<file path="src/rtl/img_mem_arbiter.sv">
// img_mem_arbiter
// Round-robin owner arbitration for the single-port 36x3 image RAM shared by
// the pixel scanner (0), row mapper (1), column mapper (2) and star cleaner (3).
// An owner keeps the RAM until it drops req. It is also forced out after
// MAX_BURST accepted accesses when someone else is waiting. Read data is
// returned with a per-requester valid strobe one cycle after the access.
//
// Ports
//   clk, resetn      clock, synchronous active-low reset
//   req[3:0]         ownership requests
//   acc[3:0]         access strobes, honoured only for the granted requester
//   wr[3:0]          write qualifier per requester (1 write, 0 read)
//   addr, wdata      packed per-requester address / write data
//   gnt, owner, busy registered one-hot grant, owner index, any-grant flag
//   rvalid, rdata    read return strobe per requester, shared read data
//   acc_err          sticky: an access strobe arrived without its grant
//   mem_addr, mem_data, mem_wren, mem_q   RAM port
module img_mem_arbiter #(
  parameter int ADDR_SZ   = 6,
  parameter int COL_SZ    = 3,
  parameter int MAX_BURST = 8
) (
  input  logic                   clk,
  input  logic                   resetn,
  input  logic [3:0]             req,
  input  logic [3:0]             acc,
  input  logic [3:0]             wr,
  input  logic [4*ADDR_SZ-1:0]   addr,
  input  logic [4*COL_SZ-1:0]    wdata,
  output logic [3:0]             gnt,
  output logic [1:0]             owner,
  output logic                   busy,
  output logic [3:0]             rvalid,
  output logic [COL_SZ-1:0]      rdata,
  output logic                   acc_err,
  output logic [ADDR_SZ-1:0]     mem_addr,
  output logic [COL_SZ-1:0]      mem_data,
  output logic                   mem_wren,
  input  logic [COL_SZ-1:0]      mem_q
);

  localparam int CNT_W = $clog2(MAX_BURST + 1);

  typedef enum logic {IDLE, OWN} state_t;

  state_t             state;
  logic [1:0]         last;
  logic [CNT_W-1:0]   burstCnt;
  logic [CNT_W-1:0]   burstCntNext;
  logic [3:0]         rvld_p1;
  logic [ADDR_SZ-1:0] addrArr [4];
  logic [COL_SZ-1:0]  dataArr [4];
  logic               accept;
  logic               otherReq;
  logic               relOwn;
  logic [1:0]         winner;

  // Round-robin search starting just above the previous owner. Walking the
  // offsets from far to near lets the nearest requesting index win.
  function automatic logic [1:0] pickWinner(input logic [3:0] r,
                                            input logic [1:0] prev);
    logic [1:0] idx;
    pickWinner = prev + 2'd1;
    for (int i = 4; i >= 1; i--) begin
      idx = prev + 2'(i);
      if (r[idx]) pickWinner = idx;
    end
  endfunction

  function automatic logic [3:0] oneHot(input logic [1:0] idx);
    oneHot = 4'b0001 << idx;
  endfunction

  always_comb begin
    for (int i = 0; i < 4; i++) begin
      addrArr[i] = addr[i*ADDR_SZ +: ADDR_SZ];
      dataArr[i] = wdata[i*COL_SZ +: COL_SZ];
    end
  end

  // gnt is only ever set at bit owner, so this is the whole accept rule;
  // strobes from anyone else never reach the RAM.
  assign accept   = gnt[owner] & acc[owner];
  assign mem_addr = accept ? addrArr[owner] : '0;
  assign mem_data = accept ? dataArr[owner] : '0;
  assign mem_wren = accept & wr[owner];

  assign burstCntNext = (accept && burstCnt != CNT_W'(MAX_BURST)) ?
                        burstCnt + CNT_W'(1) : burstCnt;
  assign otherReq     = |(req & ~oneHot(owner));
  assign relOwn       = !req[owner] ||
                        (burstCntNext >= CNT_W'(MAX_BURST) && otherReq);
  assign winner       = pickWinner(req, last);

  assign busy   = |gnt;
  assign rvalid = rvld_p1;
  assign rdata  = mem_q;

  always_ff @(posedge clk) begin
    if (!resetn) begin
      state    <= IDLE;
      gnt      <= '0;
      owner    <= '0;
      last     <= 2'd3;
      burstCnt <= '0;
      rvld_p1  <= '0;
      acc_err  <= 1'b0;
    end else begin
      // p0 -> p1: read issued this cycle, RAM answers next cycle. The strobe
      // is tagged with the issuer so it survives a grant drop.
      rvld_p1 <= (accept && !wr[owner]) ? oneHot(owner) : 4'b0000;

      if (|(acc & ~gnt)) acc_err <= 1'b1;

      case (state)
        IDLE: begin
          if (|req) begin
            owner    <= winner;
            gnt      <= oneHot(winner);
            burstCnt <= '0;
            state    <= OWN;
          end
        end
        OWN: begin
          burstCnt <= burstCntNext;
          if (relOwn) begin
            gnt   <= '0;
            last  <= owner;
            state <= IDLE;
          end
        end
        default: state <= IDLE;
      endcase
    end
  end

endmodule

</file>
<file path="config.mk">
export PLATFORM = sky130hd
export DESIGN_NAME = img_mem_arbiter
export DESIGN_NICKNAME = d
export VERILOG_FILES = /design/src/rtl/img_mem_arbiter.sv
export SDC_FILE = /design/constraint.sdc
export NUM_CORES = 1
export LEC_CHECK = 0
export CORE_ASPECT_RATIO = 1.2
export CORE_MARGIN = 5
export CORE_UTILIZATION = 30
export DETAILED_ROUTE_END_ITERATION = 8
export DONT_BUFFER_PORTS = 1
export PLACE_DENSITY = 0.45
export SYNTH_ARGS = -nofsm -noshare
export SYNTH_HDL_FRONTEND = slang
export SYNTH_SLANG_ARGS = --single-unit
</file>
<file path="constraint.sdc">
create_clock -name clk -period 2.4 [get_ports clk]
set_clock_uncertainty 0.1 [all_clocks]
set_input_delay 0.36 -clock clk [delete_from_list [all_inputs] [get_ports clk]]
set_output_delay 0.36 -clock clk [all_outputs]
set_load 0.05 [all_outputs]
</file>
==> results_dict.tcl, run 1 <==
set metrics [dict create \
    fin_crit_sh 0.958 \
    clkPwrFrac 0.252 \
    cts.clk_slew.worst_paths_ns 0.07 \
    path_max_fanout 10 \
    ys_ff_latch 18 \
    die_y_um 85.4 \
    max_freq_mhz 435 \
    initial_core_util 0.309 \
    nets 213 \
    placed_cell_area_um2 1770 \
    area_growth_pct 28.8 \
    slew_viol_final 0 \
    drc 0 \
    routed_wirelength_um 3880 \
    avgSynthCellArea_um2 9.79 \
    p_seq_frac 0.363 \
    numCtsBuffers 3 \
    antenna_left 0 \
    finalInstanceArea_um2 1830 \
    synth_warnings 0 \
    end_kind "primary output" \
    cts_setup_buffers 0 \
    vias 1176 \
    drive_gt1_frac 0.325 \
    max-cap-violations 0 \
    setup_violations 0 \
    outcome "finished clean" \
    tns_ns 0 \
    period_needed_ns 2.30 \
    rsz0062_at_grt "no" \
    grt_pass1_wl_um 6260 \
    ys_types 43 \
    cts_root_buf "clkbuf_8" \
    worstPathCellList "mux4_2 -> buf_4 -> nor2b_4 -> buf_12" \
    routedWlPerCell_um 18.0 \
    crit_required_ns 1.94 \
    holdCritPathClass "in -> reg" \
    cts_tree "done" \
    drt_iter0_drc 37 \
    final_util 0.398 \
    timing.hold.ws_ns 0.124 \
    relSlewSlack 0.602 \
    grt_pass1_vias 1238 \
    cellLeakagePower_uw 0.000684 \
    regArea_um2 370 \
    cp_num_buf_inv 2 \
    pin_count 78 \
    clock_path_buffers 2 \
    chipWidth_um 72.8 \
    startpoint_type "flip-flop" \
    grt_usage 0.125 \
    insertion_delay_ns 0.25 \
    cts_max_level 1 \
    grt_max_degree 17 \
    pwr-share-comb 0.385 \
    synth_flop_cell "dfxtp_1" \
    cpPeakStageDelay_ns 0.61 \
    cts.sinks 18 \
    grt.overflow.total 0 \
    worstMarginPinSlew_ns 0.597 \
    multi_input_area_um2 1030 \
    synth_edf_count 0 \
    hold_viol_final 0 \
    core_area_um2 4590 \
    io_buffers 0 \
    path_class "reg -> out" \
    dieArea_um2 6220 \
    netlist_instances 145 \
    antennaDiodeCount 0 \
    swShare 0.342 \
    firstDrtPassIters 4 \
    slowest_stage "mux4_2" \
    async_flop_share 0 \
    holdBufCountCts 0 \
    intPower_uw 645 \
    crit_arrival_ns 1.84 \
    antenna_found_initial 0 \
    fillers 461 \
    powerDensity_nw_per_um2 536 \
    hpwl_um 3190 \
    viasPerCell 5.47 \
    syn_area_um2 1420 \
    yosysSeqAreaShare 0.254 \
    ir_drop_mv 0.214 \
    total_power_uw 980 \
    rows 27 \
    switching_power_uw 335 \
    gp_congestion 0.841 \
    critPathTopFamily "multiplexers" \
    syn-num-nets 200 \
]
sequential cells by signal, summed over array words and instances (netlist names):
| name | flops |
|---|---|
| burstCnt | 4 |
| gnt | 4 |
| rvalid | 4 |
| last | 2 |
| owner | 2 |
| acc_err | 1 |
| state | 1 |
repair_timing:
| item | 4_1_cts | 5_1_grt |
|---|---|---|
| resized for setup | 0 | 1 |
| endpoints found under the hold margin | 0 | 0 |
| endpoints found under the setup margin | 0 | 10 |
layer usage:
layer / track usage / share of wire
met1: 0.137 / 0.36
met2: 0.219 / 0.50
met3: 0.0391 / 0.12
met4: 0.0503 / 0.022
met5: 0 / 0
per-stage QoR:
| stage | setup slack, ns | std cells |
|---|---|---|
| 3_5_place_dp | 0.254 | 211 |
| 3_3_place_gp | 0.318 | 211 |
| 5_1_grt | 0.0165 | 215 |
| 6_report | 0.101 | 215 |
| 2_1_floorplan | 0.102 | 145 |
| 4_1_cts | 0.0238 | 215 |
cell usage in the layout, fill, tap and decap left out, types with 7 or more instances in the layout:
cell type	instances
mux4_2	7
mux2i_1	7
nand2_1	12
inv_1	11
nor2_1	8
buf_4	8
nor2b_4	10
dfxtp_1	12
buf_12	10
nor2b_1	7
cell families after synthesis:
group	Yosys count	share of synthesized area
DFF	18	0.254
and+or+nand+nor	60	0.256
buffers and inverters	21	0.0740
xor gates and xnor gates	3	0.0185
adders and majority gates	2	0.0176
muxes	19	0.253
AOI/OAI and AO/OA	22	0.127
cells in the mapped netlist, types with 2 or more instances:
cell | instances | share of area
dfxtp_1 | 18 | 0.25
nor3b_1 | 2 | 0.011
o22ai_1 | 2 | 0.0088
nand3b_1 | 4 | 0.021
nand2b_1 | 3 | 0.013
inv_1 | 11 | 0.029
nor2b_1 | 17 | 0.075
o221ai_1 | 2 | 0.012
nor4_1 | 2 | 0.0088
buf_6 | 2 | 0.016
mux4_1 | 5 | 0.093
o211a_1 | 2 | 0.014
a21oi_1 | 4 | 0.014
xnor2_1 | 2 | 0.012
buf_4 | 3 | 0.016
o21a_1 | 2 | 0.011
nand3_1 | 3 | 0.011
ha_1 | 2 | 0.018
nand2_1 | 12 | 0.032
mux2i_1 | 7 | 0.049
nor2_1 | 8 | 0.021
mux4_2 | 7 | 0.11
clkbuf_1 | 5 | 0.013
power groups by stage:
stage               logic, uW  clock network, uW  registers, uW
detailed placement        379                  0            364
finish                    377                247            356
floorplan                 288                  0            386
global route              399                267            362
global placement          376                  0            362
CTS                       380                256            357
layout make-up:
class                   instances  area share
multi-input cells             106       0.563
flip-flops and latches         18       0.202
repair buffers                 18       0.142
well taps                      58      0.0397
clock buffers                   4      0.0301
inverters                      11      0.0226
worst paths after layout:
| kind | from | to | slack, ns | cells after the start |
|---|---|---|---|---|
| min reg2reg | gnt[0] | rvalid[0] | 0.39 | 2 |
| max reg2reg | owner[0] | gnt[1] | 0.30 | 5 |
| max | owner[1] | mem_addr[1] | 0.10 | 4 |
| min | resetn | burstCnt[2] | 0.12 | 1 |
Note: power is estimated with default switching activity, not from simulation.
==> inputs of run 2 (changes only) <==
Settings changed: PLACE_DENSITY 0.45 to default.
==> run 2 against run 1 <==
Effect of this change: via count increased by 2.8%; global-route usage decreased by 0.32 points; sequential power about the same; sequential cell count unchanged; critical path depth unchanged; final area increased by 0.41%; cell count increased by 0.47%; count of clock-buffer cells in the layout unchanged; largest cell class unchanged; largest power group unchanged.
==> results_dict.tcl, run 2 (synthesis gave the netlist of run 1 again) <==
set metrics [dict create \
    outcome "finished clean" \
    end_kind "primary output" \
    timing.final.ws_setup_ns 0.0882 \
    path_max_fanout 10 \
    max-cap-violations 0 \
    grt.overflow.total 0 \
    antennaDiodeCount 0 \
    wl_met2_um 1980 \
    period_needed_ns 2.31 \
    drive_gt1_frac 0.329 \
    crit_required_ns 1.94 \
    cellLeakagePower_uw 0.000689 \
    post-place-ws_ns 0.249 \
    gp_congestion 0.770 \
    tns_ns 0 \
    chipWidth_um 72.8 \
    firstDrtPassIters 4 \
    insertion_delay_ns 0.25 \
    clock_path_buffers 2 \
    antenna_left 0 \
    numCtsBuffers 3 \
    max_freq_mhz 433 \
    grt_pass1_wl_um 6090 \
    viasPerCell 5.60 \
    setup_violations 0 \
    io_buffers 0 \
    total_power_uw 987 \
    nets 214 \
    fin_crit_sh 0.963 \
    drt-met1-wl_um 1450 \
    area_growth_pct 29.3 \
    cts.sinks 18 \
    final_cell_mix "nand2_1 (12), dfxtp_1 (12), inv_1 (11)" \
    timing.hold.ws_ns 0.126 \
    wl_met3_um 519 \
    cts_root_buf "clkbuf_8" \
    top_layer_used "met4" \
    dieArea_um2 6220 \
    holdCritPathClass "in -> reg" \
    crit_arrival_ns 1.85 \
    rows 27 \
    hpwl_um 3240 \
    drc 0 \
    die_y_um 85.4 \
    drt_iter0_drc 32 \
    ir_drop_mv 0.201 \
    path_class "reg -> out" \
    rsz0062_at_grt "no" \
    slew_viol_final 0 \
    pin_count 78 \
    cts.clk_slew.worst_paths_ns 0.07 \
    grt_pass1_vias 1240 \
    vias 1209 \
    grt_usage 0.122 \
    antenna_found_initial 0 \
    routedWlPerCell_um 18.5 \
    cts_max_level 1 \
    worstMarginPinSlew_ns 0.548 \
    initial_core_util 0.309 \
    startpoint_type "flip-flop" \
    cts_tree "done" \
    hold_viol_final 0 \
    powerDensity_nw_per_um2 537 \
    core_area_um2 4590 \
    relSlewSlack 0.635 \
    grt_max_degree 17 \
    routed_wirelength_um 3990 \
]
## run 2: final timing paths
kind                 start          end  slack, ns  cells after the start
setup / recovery  owner[1]  mem_addr[2]       0.09                      4
setup reg to reg  owner[1]       gnt[1]       0.27                      4
hold / removal      resetn  burstCnt[2]       0.13                      1
hold reg to reg     gnt[1]    rvalid[1]       0.38                      2
## run 2: what timing repair did
item,CTS,global route
setup buffers,0,0
endpoints found under the setup margin,0,10
resized for setup,0,1
hold buffers,0,0
## run 2: layer usage
metal	vias up	GRT usage
met1	573	0.125
met2	71	0.232
met5	-	0
met3	4	0.0391
met4	0	0.0302
li1	561	-
## run 2: cell type report
| type | count | area [um^2] |
|---|---|---|
| clock buffer | 4 | 55.1 |
| fill | 449 | 2760 |
| inverter | 11 | 41.3 |
| multi-input combinational | 106 | 1030 |
| sequential | 18 | 370 |
| tap | 58 | 72.6 |
| timing repair buffer | 19 | 268 |
## run 2: metrics by stage
stage                     std cells  area, um^2   util
after detailed placement        212        1780  0.387
after CTS                       216        1830  0.399
final                           216        1840  0.400
after floorplan                 145        1510      -
after global placement          212        1780  0.387
after global routing            216        1840  0.400
## run 2: critical path, cell delays in order, from the launching register on
cell and delay, ns:
dfxtp_2 0.40, mux4_2 0.62, buf_4 0.27, nor2b_4 0.16, buf_12 0.14
## run 2: where the power goes
group / internal, uW / switching [uW]
sequential: 320 / 36.7
combinational: 182 / 200
clock: 146 / 103
total: 647 / 340
==> inputs of run 3 (changes only) <==
Settings changed: SKIP_CTS_REPAIR_TIMING from default to 1.
==> results of run 3 <==
No change in the layout: final DEF, timing and power equal those of run 2.
==> variant 1, RTL diff (config.mk and constraints of run 1) <==
The parameter `ADDR_SZ` goes from 6 to 12.
--- a/src/rtl/img_mem_arbiter.sv
+++ b/src/rtl/img_mem_arbiter.sv
@@ -17,5 +17,5 @@
 //   mem_addr, mem_data, mem_wren, mem_q   RAM port
 module img_mem_arbiter #(
-  parameter int ADDR_SZ   = 6,
+  parameter int ADDR_SZ   = 12,
   parameter int COL_SZ    = 3,
   parameter int MAX_BURST = 8
Ports: changed (resized addr and mem_addr); port bits go from 78 to 108. No check against the original RTL was run, so the function may have changed too.
==> variant 1 against run 1 <==
Global-route usage rose by 1.8 points; routed wire length rose by 27%; sequential cell count did not move; largest power group unchanged; maximum frequency rose by 0.17%; worst setup slack improved by 3.9 ps; total power rose by 9.2%; cell area rose by 12%; die area rose by 9.5%; area after synthesis rose by 11%; largest cell class unchanged.
==> variant 1: results (changes against run 1) <==
metric;value;unit;change
nets;257;;was 213
slew_headroom;64.6;%;was 60.2%
slowest_delay;550;ps;was 610 ps
ir_worst_vdd;0.286;mV;was 0.214 mV
critPathMaxFanout;14;;was 10
drtIter0Drc;69;;was 37
vias;1351;;was 1176
yosysSeqAreaShare;22.9;%;was 25.4%
placedCellCount;234;;was 211
routabilityCongestion;0.858;;was 0.841
postPlaceCellArea;1990;um^2;was 1770 um^2
syn_nets;238;;was 200
async_flop_share;0;%;unchanged
reg2reg_depth;5;;unchanged
outcome;completed;;unchanged
grt_use_total;14.3;%;was 12.5%
grt_pass1_wl;7750;um;was 6260 um
dpl.hpwl;4100;um;was 3190 um
p_leak;0.752;nW;was 0.684 nW
ys_top_cells_by_area;mux4_2 26%, dfxtp_1 23%, nor2b_1 9.1%, mux2i_1 4.4%, nand2_1 2.9%;;was dfxtp_1 25%, mux4_2 11%, mux4_1 9.3%, nor2b_1 7.5%, mux2i_1 4.9%
place_ws;218;ps;was 254 ps
viasPerCell;5.65;;was 5.47
wl_per_cell;20.5;um;was 18.0 um
crit_arrival;1830;ps;
whs_path_depth;1;;unchanged
drive_gt1_share;39.5;%;was 32.5%
io_buffers;0;;unchanged
synth_commonest_cells;23 x nor2b_1, 18 x dfxtp_1, 18 x mux4_2, 12 x nand2_1, 11 x inv_1;;was 18 x dfxtp_1, 17 x nor2b_1, 12 x nand2_1, 11 x inv_1, 8 x nor2_1
grt_max_degree;17;;unchanged
synth_area_per_cell;9.91;um^2;was 9.79 um^2
==> variant 1: kinds of logic after synthesis <==
group	after synthesis	share of synthesized area (%)
AO/OA/AOI/OAI	22	11.4
buffers and inverters	23	6.75
flip-flops	18	22.9
adder cells (fa/ha/maj)	2	1.59
AND/OR/NAND/NOR	66	25.5
multiplexers	25	30.2
XOR/XNOR	3	1.67
==> variant 1: path summary, 6_finish.rpt <==
check,slack [ps],from,to
setup / recovery,110,owner[0]$_SDFFE_PN0P_,mem_wren
hold / removal,120,resetn,owner[0]$_SDFFE_PN0P_
setup reg to reg,190,owner[1]$_SDFFE_PN0P_,gnt[0]$_SDFFE_PN0P_
hold reg to reg,390,gnt[1]$_SDFFE_PN0P_,rvalid[1]$_SDFF_PN0_
==> variant 1: area by class of cell <==
cell class | count | area (um^2)
clock buffers | 4 | 55.1
fillers | 510 | 3140
inverters | 11 | 41.3
multi-input cells | 118 | 1180
flip-flops and latches | 18 | 370
well taps | 62 | 77.6
repair buffers | 26 | 324
==> variant 1: power by group <==
| part | internal, mW | leakage (nW) | switching (mW) |
|---|---|---|---|
| Sequential | 0.319 | 0.150 | 0.0281 |
| Clock | 0.146 | 0.0288 | 0.106 |
| Combinational | 0.225 | 0.574 | 0.247 |
| Total | 0.691 | 0.752 | 0.380 |
==> variant 1: layer usage <==
metal	vias to the layer above	part of all wire (%)	track usage, %
li1	622	-	-
met1	651	37	15.4
met2	74	52	26.5
met3	4	10	4.84
met4	0	0.77	4.61
met5	-	0	0
==> variant 1: what timing repair did <==
action | in CTS | in global routing
cloned | 0 | 0
setup endpoints to repair | 1 | 1
buffers inserted | 1 | 0
resized for setup | 0 | 1
==> variant 2, RTL diff (flow settings as in run 1) <==
Made on the original files. Register the output `acc_err` once more, without a reset; this adds one clock of latency there. The other outputs are not delayed to match.
--- a/src/rtl/img_mem_arbiter.sv
+++ b/src/rtl/img_mem_arbiter.sv
@@ -43,4 +43,6 @@
 
   typedef enum logic {IDLE, OWN} state_t;
+
+  logic acc_err_s0;
 
   state_t             state;
@@ -105,5 +107,5 @@
       burstCnt <= '0;
       rvld_p1  <= '0;
-      acc_err  <= 1'b0;
+      acc_err_s0 <= 1'b0;
     end else begin
       // p0 -> p1: read issued this cycle, RAM answers next cycle. The strobe
@@ -111,5 +113,5 @@
       rvld_p1 <= (accept && !wr[owner]) ? oneHot(owner) : 4'b0000;
 
-      if (|(acc & ~gnt)) acc_err <= 1'b1;
+      if (|(acc & ~gnt)) acc_err_s0 <= 1'b1;
 
       case (state)
@@ -135,4 +137,8 @@
   end
 
+  always_ff @(posedge clk) begin
+    acc_err <= acc_err_s0;
+  end
+
 endmodule
 
Behaviour: not the same (a bounded check fails within 4 cycles, from zero or initial values and one cycle with resetn low).
==> variant 2 against run 1 <==
Routed wire length increased by 0.18%; largest cell class unchanged; largest power group unchanged; total power increased by 0.39%; area after synthesis increased by 1.4%; synthesized cell count increased by 0.69%; maximum frequency about the same; worst setup slack got worse by 0.80 ps; combinational power increased by 2%; cell area increased by 2.1%; sequential cell count increased by 1; register-to-register slack got worse by 50 ps.
==> variant 2: results (changes against run 1) <==
metric;value;unit;change
routabilityCongestion;0.827;;was 0.841
ys_top_cells_by_area;dfxtp_1 26%, mux4_2 11%, mux4_1 9.1%, nor2b_1 7.4%, mux2i_1 4.9%;;was dfxtp_1 25%, mux4_2 11%, mux4_1 9.3%, nor2b_1 7.5%, mux2i_1 4.9%
clockBufferDepth;2;;unchanged
placedCellCount;213;;was 211
root_buffer;clkbuf_8;;unchanged
nets;218;;was 213
synth_commonest_cells;19 x dfxtp_1, 17 x nor2b_1, 12 x nand2_1, 11 x inv_1, 8 x nor2_1;;was 18 x dfxtp_1, 17 x nor2b_1, 12 x nand2_1, 11 x inv_1, 8 x nor2_1
slowest_delay;540;ps;was 610 ps
async_flop_share;0;%;unchanged
yosys_warnings;0;;unchanged
synth_cell_types;43;;unchanged
fillers;451;;was 461
ir_worst_vdd;0.183;mV;was 0.214 mV
h-tree-depth;1;;unchanged
antenna_found_initial;0;;unchanged
worstSkewPairLatency;260;ps;
p_leak;0.707;nW;was 0.684 nW
syn_nets;201;;was 200
hp-class;input pin to register;;unchanged
numCtsBuffers;3;;unchanged
grt_pass1_wl;6090;um;was 6260 um
drtPass1Iterations;4;;unchanged
syn_inst;146;;was 145
wl_per_cell;17.7;um;was 18.0 um
drive_gt1_share;34.0;%;was 32.5%
period_share;95.8;%;about the same
outcome;completed;;unchanged
grt_use_total;12.1;%;was 12.5%
antenna_cells;0;;unchanged
clk_transition_reported_paths;70;ps;about the same
grt_max_degree;17;;unchanged
slowest_stage;dfxtp_2;;was mux4_2
slew_headroom;63.4;%;was 60.2%
io_buffers;0;;unchanged
yosysSeqAreaShare;26.4;%;was 25.4%
synthFlopType;dfxtp_1;;unchanged
crit_arrival;1840;ps;about the same
wirelength;3880;um;about the same
viasPerCell;5.54;;was 5.47
ctsHoldBuffers;0;;unchanged
drtIter0Drc;39;;was 37
critPathMaxFanout;13;;was 10
dpl.hpwl;3180;um;was 3190 um
grt_pass1_vias;1202;;was 1238
-- variant 2: critical path, delay by kind of cell (launching register included) --
kind	cells	cell delay, ps
buffers and inverters	2	390
DFF	1	540
muxes	1	500
and+or+nand+nor	1	150
-- variant 2: metal layers --
metal	part of all wire (%)	track usage [%]	vias up	wire, um
met5	0	0	-	0
met4	1.5	4.36	0	58
met3	8.3	1.88	6	323
met2	53	21.7	49	2080
met1	37	14.3	596	1420
li1	-	-	567	-
-- variant 2: metrics by stage --
stage / cell area (um^2) / power (mW) / setup slack [ps] / utilization, %
2_1_floorplan: 1530 / 0.692 / 102 / -
3_3_place_gp: 1800 / 0.760 / 333 / 38.9
3_5_place_dp: 1800 / 0.765 / 283 / 38.9
4_1_cts: 1850 / 0.993 / 60.9 / 39.9
5_1_grt: 1870 / 1.04 / 6.62 / 40.4
6_report: 1870 / 0.984 / 100 / 40.4
-- variant 2: path summary, 6_finish.rpt --
kind / from / to / slack, ps / cells after the start
worst max-delay path: owner[0]$_SDFFE_PN0P_ / mem_addr[3] / 100 / 4
worst min-delay path: resetn / burstCnt[2]$_SDFFE_PN0P_ / 120 / 1
worst max register to register: owner[1]$_SDFFE_PN0P_ / gnt[1]$_SDFFE_PN0P_ / 250 / 5
worst min register to register: acc_err_s0$_SDFFE_PN0P_ / acc_err$_DFF_P_ / 250 / 0
-- variant 2: where the power goes --
group	switching (mW)	total [mW]	internal, mW
registers	0.0363	0.373	0.337
clock network	0.110	0.226	0.115
logic	0.199	0.385	0.186
-- variant 2: timing repair --
item	CTS	global route
setup buffers	0	3
resized for setup	0	0
setup endpoints to repair	0	1
-- variant 2: cell families after synthesis --
group	Yosys count	synth area share (%)
simple gates	60	25.3
compound gates	22	12.5
buf+inv	21	7.30
mux	19	24.9
flops	19	26.4
xor+xnor	3	1.82
fa+ha+maj	2	1.74
-- variant 2: layout make-up --
class | instances | area, um^2 | share of cell area, %
multi-input combinational | 106 | 1030 | 55.1
sequential | 19 | 388 | 20.8
timing repair buffer | 22 | 290 | 15.5
tap | 58 | 72.6 | 3.88
clock buffer | 3 | 41.3 | 2.21
inverter | 11 | 41.3 | 2.21
clock inverter | 1 | 5.00 | 0.268
